### config.mk
export PLATFORM = sky130hd
export DESIGN_NAME = fifo_push_arbiter
export DESIGN_NICKNAME = d
export VERILOG_FILES = /design/src/rtl/fifo_push_arbiter.sv
export SDC_FILE = /design/constraint.sdc
export NUM_CORES = 1
export LEC_CHECK = 0
export BUFFER_PORTS_ARGS = -buffer_cell sky130_fd_sc_hd__buf_2
export CAP_MARGIN = 20
export CORE_AREA = 10 10 130 132
export CTS_CLUSTER_DIAMETER = 50
export DETAILED_ROUTE_END_ITERATION = 8
export DIE_AREA = 0 0 140 142
export GPL_TIMING_DRIVEN = 0
export SLEW_MARGIN = 15
export SYNTH_ARGS = -nofsm -noshare
export SYNTH_HDL_FRONTEND = slang
export SYNTH_SLANG_ARGS = --single-unit
### constraint.sdc
create_clock -name clk -period 3.8 [get_ports clk]
set_clock_uncertainty 0.05 [all_clocks]
set_input_delay 0.19 -clock clk [delete_from_list [all_inputs] [get_ports clk]]
set_output_delay 0.19 -clock clk [all_outputs]
set_load 0.05 [all_outputs]
### src/rtl/fifo_push_arbiter.sv
// rtl/fifo_push_arbiter.sv - round-robin FIFO push arbiter with per-requester occupancy quota
module fifo_push_arbiter #(
    parameter int NumReq    = 4,
    parameter int WordWidth = 64,
    parameter int Quota     = 4,
    parameter int IdWidth   = $clog2(NumReq),
    parameter int CntWidth  = $clog2(Quota + 1)
) (
    input  logic                          clk,
    input  logic                          rst,
    input  logic [NumReq-1:0]             req_valid_i,
    input  logic [NumReq*WordWidth-1:0]   req_payload_i,
    output logic [NumReq-1:0]             req_ready_o,
    output logic                          fifo_push_o,
    output logic [IdWidth+WordWidth-1:0]  fifo_push_payload_o,
    input  logic                          fifo_full_i,
    input  logic                          fifo_pop_i,
    input  logic [IdWidth-1:0]            fifo_pop_id_i,
    input  logic                          fifo_flush_i,
    output logic [IdWidth-1:0]            grant_id_o,
    output logic [NumReq*CntWidth-1:0]    occupancy_o,
    output logic                          err_o
);

    localparam logic [CntWidth-1:0] QuotaCnt = CntWidth'(Quota);
    localparam logic [IdWidth-1:0]  LastId   = IdWidth'(NumReq - 1);

    logic [IdWidth-1:0]  rr_ptr;
    logic [CntWidth-1:0] occ [NumReq];
    logic                err;

    logic [NumReq-1:0]    elig;
    logic [NumReq-1:0]    inc;
    logic [NumReq-1:0]    dec;
    logic [IdWidth-1:0]   winner;
    logic                 found;
    logic                 go;
    logic                 pop_underflow;
    logic [WordWidth-1:0] payload_sel;

    // A requester competes only while it has a word and is below its quota
    always_comb begin
        elig = '0;
        for (int i = 0; i < NumReq; i++) begin
            elig[i] = req_valid_i[i] && (occ[i] < QuotaCnt);
        end
    end

    // Scan from rr_ptr with wrap; works for non-power-of-two NumReq
    always_comb begin
        int idx;
        idx    = 0;
        winner = '0;
        found  = 1'b0;
        for (int k = 0; k < NumReq; k++) begin
            idx = int'(rr_ptr) + k;
            if (idx >= NumReq) begin
                idx = idx - NumReq;
            end
            if (!found && elig[idx]) begin
                found  = 1'b1;
                winner = IdWidth'(idx);
            end
        end
    end

    // Push qualification and the winner's payload/ready
    always_comb begin
        go          = found && !fifo_full_i && !fifo_flush_i && !rst;
        payload_sel = req_payload_i[int'(winner)*WordWidth +: WordWidth];
        req_ready_o = '0;
        if (go) begin
            req_ready_o[winner] = 1'b1;
        end
    end

    assign fifo_push_o         = go;
    assign fifo_push_payload_o = {winner, payload_sel};
    assign grant_id_o          = winner;
    assign err_o               = err;

    // Per-requester credit take/return; a pop of an empty count is an underflow
    always_comb begin
        inc           = '0;
        dec           = '0;
        pop_underflow = 1'b0;
        for (int i = 0; i < NumReq; i++) begin
            inc[i] = go && (winner == IdWidth'(i));
            dec[i] = fifo_pop_i && (fifo_pop_id_i == IdWidth'(i)) && (occ[i] != '0);
            if (fifo_pop_i && !fifo_flush_i && (fifo_pop_id_i == IdWidth'(i)) && (occ[i] == '0)) begin
                pop_underflow = 1'b1;
            end
        end
    end

    // Pointer, occupancy and sticky error state; flush drops pops and counts
    always_ff @(posedge clk) begin
        if (rst) begin
            rr_ptr <= '0;
            err    <= 1'b0;
            for (int i = 0; i < NumReq; i++) begin
                occ[i] <= '0;
            end
        end else if (fifo_flush_i) begin
            rr_ptr <= '0;
            for (int i = 0; i < NumReq; i++) begin
                occ[i] <= '0;
            end
        end else begin
            if (go) begin
                rr_ptr <= (winner == LastId) ? '0 : winner + 1'b1;
            end
            for (int i = 0; i < NumReq; i++) begin
                if (inc[i] && !dec[i]) begin
                    occ[i] <= occ[i] + 1'b1;
                end else if (dec[i] && !inc[i]) begin
                    occ[i] <= occ[i] - 1'b1;
                end
            end
            if (pop_underflow) begin
                err <= 1'b1;
            end
        end
    end

    for (genvar g = 0; g < NumReq; g++) begin : g_occ
        assign occupancy_o[g*CntWidth +: CntWidth] = occ[g];
    end

endmodule
[Yosys cells after proc, flatten, opt, wreduce, memory -nomap -nowiden]
Memory sizes are Yosys's and may differ from the RTL's.
Index checks and enable logic that the tools add are counted.
Storage, ports and cells
  flip-flop bits (word level): 3
  RAM bits: 12
  input port bits: 267
  output and inout bits: 86
  logic and storage cells: 204
  memories kept: 1
Cells by class
  add/sub/neg operators: 16
  order comparisons: 14
  eq/ne operators: 6
  shifts and indexed selects: 1
  muxes and demuxes: 85
  bitwise gates (word level): 13
  reduce and logical (&&, ||, !) cells: 66
Memories
  occ: words 4, bits a word 3, read ports 4, clocked after memory_dff 0, wr ports 4, RTL line 29  | logic [CntWidth-1:0] occ [NumReq];
Operators with widths (number)
  $shiftx 256x9->64: 1
  $lt 32x4->1 const B: 4
  $mux 32: 4
  $mux 1: 58
  $logic_and 1x1->1: 40
  $mux 3: 12
  $logic_not 1->1: 14
  $add 3x1->3 const B: 4
  $logic_not 3->1: 4
  $lt 3x3->1 const B: 4
  $or 1x1->1: 12
  $reduce_bool 3->1: 4
  $sub 3x1->3 const B: 4
  $sub 3x3->4 const B: 3
  $mux 2: 5
  $ge 3x3->1 const B: 3
  $bmux 1 s2: 4
  $eq 2x2->1 const B: 4
  $add 2x2->3 const B: 2
  $eq 2x1->1 const B: 2
  $logic_not 2->1: 2
  $mux 4: 1
  $sub 2x3->4 const B: 1
  $add 2x1->3 const B: 1
  8 further kinds: 8

[Logic depth before layout (Yosys ltp)]
Gate-level depths: netlist of run 1.
  depth after elaboration: 27
  gate-level depth with buffers: 13
  mapped depth without buffers: 10

[Worst setup path before layout of run 1]
Ideal clock, no wire load.
  path type: flip-flop to flip-flop
  start point: mem occ[1][2] (netlist name)
  end point: mem occ[3][2] (netlist name), data pin
  setup time: 0.262 ns
  arrival time: 3.383 ns
  data required time: 3.488 ns
  setup slack: 0.106 ns
  stages on the path, launching flop included: 13
  buffers on the path: 2
  clock period less this slack: 3.694 ns
  path through: edfxtp_1 or2b_4 a21boi_0 o21ai_1 a21boi_2 buf_2 buf_4 ha_1 and3_1 or3_1 fa_1 xnor2_1 mux2i_1
RTL lines (RTL line)
  start: declaration: 29

==> results.py, run 1 <==
metrics = {
    "synthesis": {
        "synthDistinctLibCells": 47,
        "yosys_register_bits": 15,
        "syn-cell-area_mm2": 0.003366,
        "synth-xor-area-share_pct": 0.5204,
        "yosys-top-cells-area": "mux2i_1 58%, edfxtp_1 11%, ha_1 4.8%",
        "synthArstFlopShare_pct": 0,
        "syn_nets": 636,
        "ys_seq_area_share_pct": 12.49,
        "synth.avg_cell_area_um2": 9.481,
        "syn_inst": 355,
        "synthMuxAreaShare_pct": 58.03,
        "dominantRegCellSynth": "edfxtp_1",
        "synth_adder_area_share_pct": 5.428,
        "yosys.area_share.simple_pct": 9.703,
        "synth.top_cell.area_share_pct": 57.70,
        "synth_top_family_by_area": "multiplexers",
        "yosysTopAreaCell": "mux2i_1",
        "synth_compound_area_share_pct": 7.323,
        "yosys_warnings": 0,
        "synth_edf_count": 12,
    },
    "placement": {
        "hpwl_um": 17170,
        "gp_congestion": 0.8562,
        "port_buffers": 351,
    },
    "global_route": {
        "antenna_found_initial": 8,
        "grt_overflow": 0,
        "grt_pass1_wl_um": 27040,
        "grt_pass1_vias": 4431,
        "grt_start_max_net_pins": 14,
        "globalRouteTotalUtil_pct": 17.39,
    },
    "sta": {
        "post-route-period-util_pct": 91.97,
        "worst_pin_slew_ps": 828.1,
        "setup_tns_ps": 0,
        "setup_violations": 0,
        "slew_viol_final": 0,
        "relSlewSlack_pct": 44.79,
        "rsz0062_at_grt": "false",
        "fin_crit_ps": 3495,
        "hold_viol": 0,
        "max_freq_mhz": 286.1,
    },
    "floorplan": {
        "fp.dieW_um": 140,
        "num_rows": 44,
        "start_util_pct": 23.51,
        "ios": 353,
        "core_mm2": 0.01431,
        "die_y_um": 142,
        "die-area_mm2": 0.01988,
    },
    "pwr": {
        "peakVddDrop_mv": 0.2060,
        "seqPwrFrac_pct": 9.7,
        "pwr_density_cell_mw_per_mm2": 410.8,
        "combPwrFrac_pct": 80.8,
        "switching_share_pct": 58.81,
        "p_int_uw": 920.8,
        "switching_power_uw": 1315,
        "clkPwrFrac_pct": 9.4,
        "p_leak_uw": 0.002868,
    },
    "hold_path": {
        "min_path_type": "in -> reg",
    },
    "critical_path": {
        "critPathLaunchType": "flip-flop",
        "arrival_ps": 3540,
        "crit_required_ps": 3850,
        "critPathCaptureType": "flip-flop",
        "path_class": "reg -> reg",
        "cp_max_fo": 13,
    },
    "clock_network": {
        "htree_levels": 1,
        "cts.repair.resized": 0,
        "hold_buffers": 0,
        "tritoncts": "done",
        "numCtsBuffers": 3,
        "path_clk_slew_ps": 50,
        "clkSinkCount": 15,
        "clockBufferDepth": 2,
        "cts_setup_buffers": 0,
        "clock_latency_ps": 250,
        "cts-root-buf": "clkbuf_16",
    },
    "drt": {
        "ant_nets": 0,
        "dr_total_vias": 4117,
        "via_per_inst": 4.585,
        "wl_per_cell_um": 21.34,
        "drc": 0,
        "drt_pass1_iterations": 4,
        "drt-total-wl_um": 19160,
        "drt-initial-drc-count": 146,
    },
    "layout": {
        "utilization_pct": 38.02,
        "drive_gt1_share_pct": 55.35,
        "syn_to_final_growth_pct": 61.67,
        "nFillCells": 1571,
        "nets": 992,
    },
    "run": {
        "timing.max_cap.violations": 0,
    },
    "outcome": {
        "status": "finished, final reports clean",
    },
}
==> critical path, cell delays in order (launching register included) <==
cell	delay [ps]
edfxtp_1	490
or2b_4	320
a21boi_0	170
o21ai_1	80
a21boi_2	180
buf_2	220
buf_4	250
ha_1	200
and3_1	180
or3_1	410
fa_1	400
xnor2_1	190
mux2i_1	200
==> cells in the final DEF, fill, tap and decap left out, types with 4 or more instances in the layout <==
master | Yosys | routed
diode_2 | 0 | 4
buf_4 | 13 | 13
mux2i_1 | 194 | 194
inv_1 | 11 | 11
a21oi_1 | 7 | 7
buf_2 | 10 | 361
and2_1 | 4 | 4
nor2_1 | 12 | 12
nand2_1 | 11 | 11
and3_1 | 6 | 6
edfxtp_1 | 12 | 12
ha_1 | 13 | 13
==> power groups by stage <==
stage,Sequential (µW),Clock (µW),Combinational (µW)
after CTS,218,213,1820
after floorplan,268,0,1280
after global placement,221,0,1810
final,217,211,1810
after detailed placement,221,0,1820
after global routing,220,220,1910
==> sequential cells by signal, summed over array words and instances (netlist names) <==
| signal | flops |
|---|---|
| rr_ptr | 2 |
| occ | 12 |
| err_o | 1 |
==> cell type report <==
type	instances	area, µm²	area share, %
diodes	4	10.01	0.1840
plain buffers	28	173.9	3.196
clock buffers	4	78.83	1.449
inverters	12	45.04	0.8278
multi-input cells	300	2726	50.10
flip-flops and latches	15	420.4	7.726
well taps	184	230.2	4.231
repair buffers	351	1757	32.28
==> final timing paths <==
| path | from | endpoint | slack (ps) | cells after the start |
|---|---|---|---|---|
| hold / removal | rst | err_o | 70 | 2 |
| hold reg to reg | err_o | err_o | 410 | 2 |
| setup reg to reg | occ[1][2] | occ[3][2] | 310 | 12 |
| setup / recovery | occ[1][2] | occ[3][2] | 310 | 12 |
==> kinds of logic after synthesis <==
family / after synthesis
adder cells (fa/ha/maj): 14
AND/OR/NAND/NOR: 58
AO/OA/AOI/OAI: 31
XOR/XNOR: 2
flip-flops: 15
multiplexers: 195
buffers and inverters: 40
==> per-stage QoR <==
stage / std cells / cell area, µm² / worst slack, ps / power (µW) / hold WS, ps
after floorplan: 355 / 3366 / 105.8 / 1553 / 212.4
after detailed placement: 890 / 5353 / 298.4 / 2038 / 334.5
after global placement: 890 / 5353 / 331.6 / 2035 / 329.3
after CTS: 894 / 5431 / 278.0 / 2255 / 73.90
final: 898 / 5441 / 305.2 / 2236 / 74.63
after global routing: 895 / 5434 / 99.69 / 2355 / 95.71
==> cells in the mapped netlist (all sizes together) (3+ instances only) <==
master	n
and2	4
nor2	12
a21oi	9
o21ai	4
nand3	3
nor3	3
and3	6
mux2i	194
a21boi	3
nand2b	6
nand2	11
dfxtp	3
buf	26
inv	12
edfxtp	12
ha	13
or3	3
nand4b	3
o31ai	3
==> metal layers <==
metal / vias up / wire length, µm / GRT usage, %
met2: 161 / 9815 / 30.73
met1: 1887 / 7523 / 20.30
li1: 2050 / - / -
met4: 6 / 122 / 2.391
met5: - / 50 / 0
met3: 13 / 1651 / 5.975
No activity file was read; power rests on OpenSTA's default activity.
==> run 2: changes to the inputs <==
--- a/config.mk
+++ b/config.mk
@@ -12,6 +12,7 @@
 export DETAILED_ROUTE_END_ITERATION = 8
 export DIE_AREA = 0 0 140 142
 export GPL_TIMING_DRIVEN = 0
+export RECOVER_POWER = 100
 export SLEW_MARGIN = 15
 export SYNTH_ARGS = -nofsm -noshare
 export SYNTH_HDL_FRONTEND = slang
==> results.py, run 2 (synthesis gave the netlist of run 1 again) <==
metrics = {
    "outcome": {
        "status": "finished, final reports clean",
    },
    "layout": {
        "final_common_cell": "buf_2",
        "syn_to_final_growth_pct": 59.70,
        "nets": 992,
        "mostFrequentLayoutCells": "282 x buf_2, 194 x mux2i_1, 44 x clkbuf_1",
        "fin_cells": 899,
        "drive_gt1_share_pct": 49.30,
        "largest_reg_flops": 12,
        "utilization_pct": 37.55,
        "top_register": "occ",
        "nFillCells": 1593,
    },
    "clock_network": {
        "cts.repair.resized": 0,
        "clock_latency_ps": 250,
        "htree_levels": 1,
        "clkSinkCount": 15,
        "cts_setup_buffers": 0,
        "hold_buffers": 0,
        "tritoncts": "done",
        "cts-root-buf": "clkbuf_16",
        "path_clk_slew_ps": 50,
        "clockBufferDepth": 2,
        "numCtsBuffers": 3,
    },
    "floorplan": {
        "die-area_mm2": 0.01988,
        "start_util_pct": 23.51,
        "num_rows": 44,
        "ios": 353,
        "core_mm2": 0.01431,
        "fp.dieW_um": 140,
        "die_y_um": 142,
    },
    "critical_path": {
        "critPathMaxStageDelay_ps": 490,
        "cp_max_fo": 13,
        "path_class": "reg -> reg",
        "critPathLaunchType": "flip-flop",
        "path_cells": "or2b_4, a21boi_0, o21ai_0, a21boi_2, buf_2, buf_4, ha_1, and3_1, or3_1, fa_1, xnor2_1, mux2i_1",
        "crit_required_ps": 3850,
        "arrival_ps": 3550,
        "crit_path_top_delay_cell": "edfxtp_1",
        "critPathCaptureType": "flip-flop",
    },
    "pwr": {
        "peakVddDrop_mv": 0.2069,
        "pwr_density_cell_mw_per_mm2": 411.6,
        "p_leak_uw": 0.002738,
    },
    "sta": {
        "relSlewSlack_pct": 44.55,
        "worst_pin_slew_ps": 831.7,
        "max_freq_mhz": 285.7,
        "fin_ws_ps": 299.4,
        "setup_violations": 0,
        "rsz0062_at_grt": "false",
        "post-route-period-util_pct": 92.12,
        "hold_ws_ps": 73.09,
        "hold_viol": 0,
        "slew_viol_final": 0,
        "setup_tns_ps": 0,
        "fin_crit_ps": 3501,
    },
    "placement": {
        "gp_congestion": 0.8562,
        "post-place-ws_ps": 298.4,
        "placed_cells": 890,
        "port_buffers": 351,
        "hpwl_um": 17170,
    },
    "global_route": {
        "grt_pass1_wl_um": 27040,
        "globalRouteTotalUtil_pct": 17.39,
        "antenna_found_initial": 8,
        "grt_start_max_net_pins": 14,
        "grt_overflow": 0,
        "grt_pass1_vias": 4431,
    },
    "hold_path": {
        "min_path_type": "in -> reg",
    },
    "drt": {
        "drt_pass1_iterations": 4,
        "drt-initial-drc-count": 148,
        "drt-total-wl_um": 19060,
        "via_per_inst": 4.573,
        "dr_total_vias": 4111,
        "ant_nets": 0,
        "drc": 0,
        "wl_per_cell_um": 21.21,
    },
    "run": {
        "timing.max_cap.violations": 0,
    },
}
[run 2: path summary, 6_finish.rpt]
path	start	end	slack (ps)	depth (start not counted)
worst max register to register	occ[1][2]	occ[3][2]	300	12
worst max-delay path	occ[1][2]	occ[3][2]	300	12
worst min-delay path	rst	err_o	70	2
worst min register to register	err_o	err_o	420	2
[run 2: through the flow]
stage | power, µW | area, µm²
after floorplan | 1553 | 3366
after global placement | 2035 | 5353
final | 2212 | 5375
after global routing | 2332 | 5365
after detailed placement | 2038 | 5353
after CTS | 2255 | 5431
[run 2: cell type report]
cell class              count  area (µm²)  share of cell area (%)
plain buffers              28       163.9                   3.049
diodes                      5       12.51                  0.2328
inverters                  12       45.04                  0.8380
multi-input cells         300        2715                   50.51
clock buffers               4       78.83                   1.466
flip-flops and latches     15       420.4                   7.821
repair buffers            351        1709                   31.80
well taps                 184       230.2                   4.283
[run 2: report_power, final]
group | leakage [µW] | internal, µW | switching, µW | total, µW
clock | 0.0000382 | 142 | 69.2 | 212
combinational | 0.00254 | 553 | 1230 | 1780
sequential | 0.000159 | 198 | 19.5 | 218
total | 0.00274 | 894 | 1320 | 2210
[run 2: critical path, delay by kind of cell (launching register included)]
family | cells | cell delay, ps
mux | 1 | 200
buf+inv | 2 | 470
simple gates | 3 | 910
compound gates | 3 | 440
xor+xnor | 1 | 180
fa+ha+maj | 2 | 610
flops | 1 | 490
[run 2: per-layer routing]
layer,vias up,GRT usage [%],routed length [µm]
li1,2049,-,-
met1,1874,20.30,7351
met2,167,30.73,9702
met3,15,5.975,1806
met4,6,2.391,154
met5,-,0,50
==> run 3: changes to the inputs <==
--- a/config.mk
+++ b/config.mk
@@ -5,12 +5,12 @@
 export SDC_FILE = /design/constraint.sdc
 export NUM_CORES = 1
 export LEC_CHECK = 0
-export BUFFER_PORTS_ARGS = -buffer_cell sky130_fd_sc_hd__buf_2
 export CAP_MARGIN = 20
-export CORE_AREA = 10 10 130 132
+export CORE_AREA = 10 10 128 130
 export CTS_CLUSTER_DIAMETER = 50
 export DETAILED_ROUTE_END_ITERATION = 8
-export DIE_AREA = 0 0 140 142
+export DIE_AREA = 0 0 138 140
+export DONT_BUFFER_PORTS = 1
 export GPL_TIMING_DRIVEN = 0
 export RECOVER_POWER = 100
 export SLEW_MARGIN = 15
==> results.py, run 3 (synthesis gave the netlist of run 1 again) <==
metrics = {
    "outcome": {
        "status": "finished, final reports clean",
    },
    "clock_network": {
        "clock_latency_ps": 240,
        "clockBufferDepth": 2,
        "path_clk_slew_ps": 50,
        "tritoncts": "done",
        "clkSinkCount": 15,
        "htree_levels": 1,
        "cts-root-buf": "clkbuf_16",
        "numCtsBuffers": 3,
    },
    "floorplan": {
        "fp.dieW_um": 138,
        "num_rows": 43,
        "die-area_mm2": 0.01932,
        "ios": 353,
        "start_util_pct": 24.44,
        "core_mm2": 0.01377,
        "die_y_um": 140,
    },
    "hold_path": {
        "hold_end": "err_o",
        "min_path_cells": 2,
        "hold_start": "fifo_pop_i",
        "min_path_type": "in -> reg",
    },
    "sta": {
        "hold_ws_ps": 70.79,
        "post-route-period-util_pct": 97.65,
        "hold_viol": 0,
        "rsz0062_at_grt": "true",
        "slew_viol_final": 0,
        "relSlewSlack_pct": 20.37,
        "setup_violations": 0,
        "fin_crit_ps": 3711,
        "max_freq_mhz": 269.5,
        "worst_pin_slew_ps": 1161,
        "fin_ws_ps": 89.38,
    },
    "run": {
        "timing.max_cap.violations": 0,
    },
    "placement": {
        "placed_cells": 546,
        "port_buffers": 0,
        "gp_congestion": 0.8269,
        "placed_area_mm2": 0.003696,
        "post-place-ws_ps": -348.4,
        "hpwl_um": 15440,
    },
    "global_route": {
        "grt_overflow": 0,
        "antenna_found_initial": 4,
        "globalRouteTotalUtil_pct": 15.82,
        "grt_pass1_wl_um": 23870,
        "grt_start_max_net_pins": 14,
        "grt_pass1_vias": 3358,
    },
    "layout": {
        "utilization_pct": 27.99,
        "multiInputGateArea_mm2": 0.002810,
        "nets": 655,
        "final_common_cell": "mux2i_1",
        "nFillCells": 1480,
        "top_register": "occ",
        "regArea_um2": 420.4,
        "syn_to_final_growth_pct": 14.54,
        "fin_cells": 555,
        "mostFrequentLayoutCells": "177 x mux2i_1, 18 x buf_4, 17 x mux2i_2",
        "drive_gt1_share_pct": 18.77,
        "stdcell_area_mm2": 0.003855,
        "largest_reg_flops": 12,
    },
    "drt": {
        "via_per_inst": 5.575,
        "dr_total_vias": 3094,
        "ant_nets": 0,
        "drt-total-wl_um": 17390,
        "drc": 0,
        "drt_pass1_iterations": 5,
        "wl_per_cell_um": 31.32,
        "drt-initial-drc-count": 235,
    },
    "critical_path": {
        "critPathCaptureType": "flip-flop",
        "arrival_ps": 3650,
        "cp_max_fo": 13,
        "crit_required_ps": 3740,
        "r2r_start": "occ[2][2]",
        "r2r_setup_slack_ps": 90,
        "reg2reg_to": "occ[3][2]",
        "critPathLaunchType": "flip-flop",
        "r2r_cells": 11,
        "path_class": "reg -> reg",
    },
    "pwr": {
        "p_leak_uw": 0.001510,
        "peakVddDrop_mv": 0.2626,
        "pwr_density_cell_mw_per_mm2": 523.2,
    },
}
==> run 3: worst max-delay path by stage <==
stage / start / to / slack, ps / depth (start not counted)
after floorplan: occ[1][2] / occ[3][2] / 110 / 12
after global placement: occ[1][2] / occ[3][2] / -260 / 12
after detailed placement: occ[1][2] / occ[3][2] / -350 / 12
after CTS: occ[2][2] / occ[3][2] / -100 / 11
after global routing: occ[2][2] / fifo_push_payload_o[22] / -30 / 7
final: occ[2][2] / occ[3][2] / 90 / 11
==> run 3: cell type report <==
class                      count  area share, %
multi-input combinational    300          72.90
sequential                    15          10.91
tap                          180          5.842
buffer                        28          4.706
timing repair buffer          14          2.304
clock buffer                   4          2.045
inverter                      12          1.168
antenna                        2         0.1298
==> run 3: layer usage <==
metal | GRT usage, % | vias up | wire length [µm]
met5 | 0 | - | 32
met4 | 1.887 | 4 | 171
met3 | 7.370 | 12 | 1908
met2 | 27.91 | 205 | 8852
met1 | 17.38 | 1507 | 6420
li1 | - | 1366 | -
==> run 3: repair_timing <==
action	CTS	global route
hold endpoints to repair	1	0
cloned	0	0
hold buffers	1	0
endpoints found under the setup margin	19	19
buffers inserted	1	0
gates resized for setup	3	18
==> run 3: metrics by stage <==
stage               total power (µW)  TNS [ps]
finish                          2017         0
global route                    2102    -280.3
CTS                             2011    -100.1
detailed placement              1798     -1480
global placement                1719    -808.8
floorplan                       1553         0
==> run 3: report_power, final <==
group	switching, µW	internal [µW]
Combinational	1120	420
Sequential	75.8	199
Clock	61.0	142
Total	1260	761
==> run 3: worst max-delay path, cell delays in order, from the launching register on <==
cell,delay [ps]
edfxtp_1,650
nand2b_2,350
mux2_2,280
nor2_1,120
a211oi_2,60
buf_2,340
ha_1,320
and3_4,220
or3_4,400
fa_2,370
xnor2_2,150
mux2i_1,140
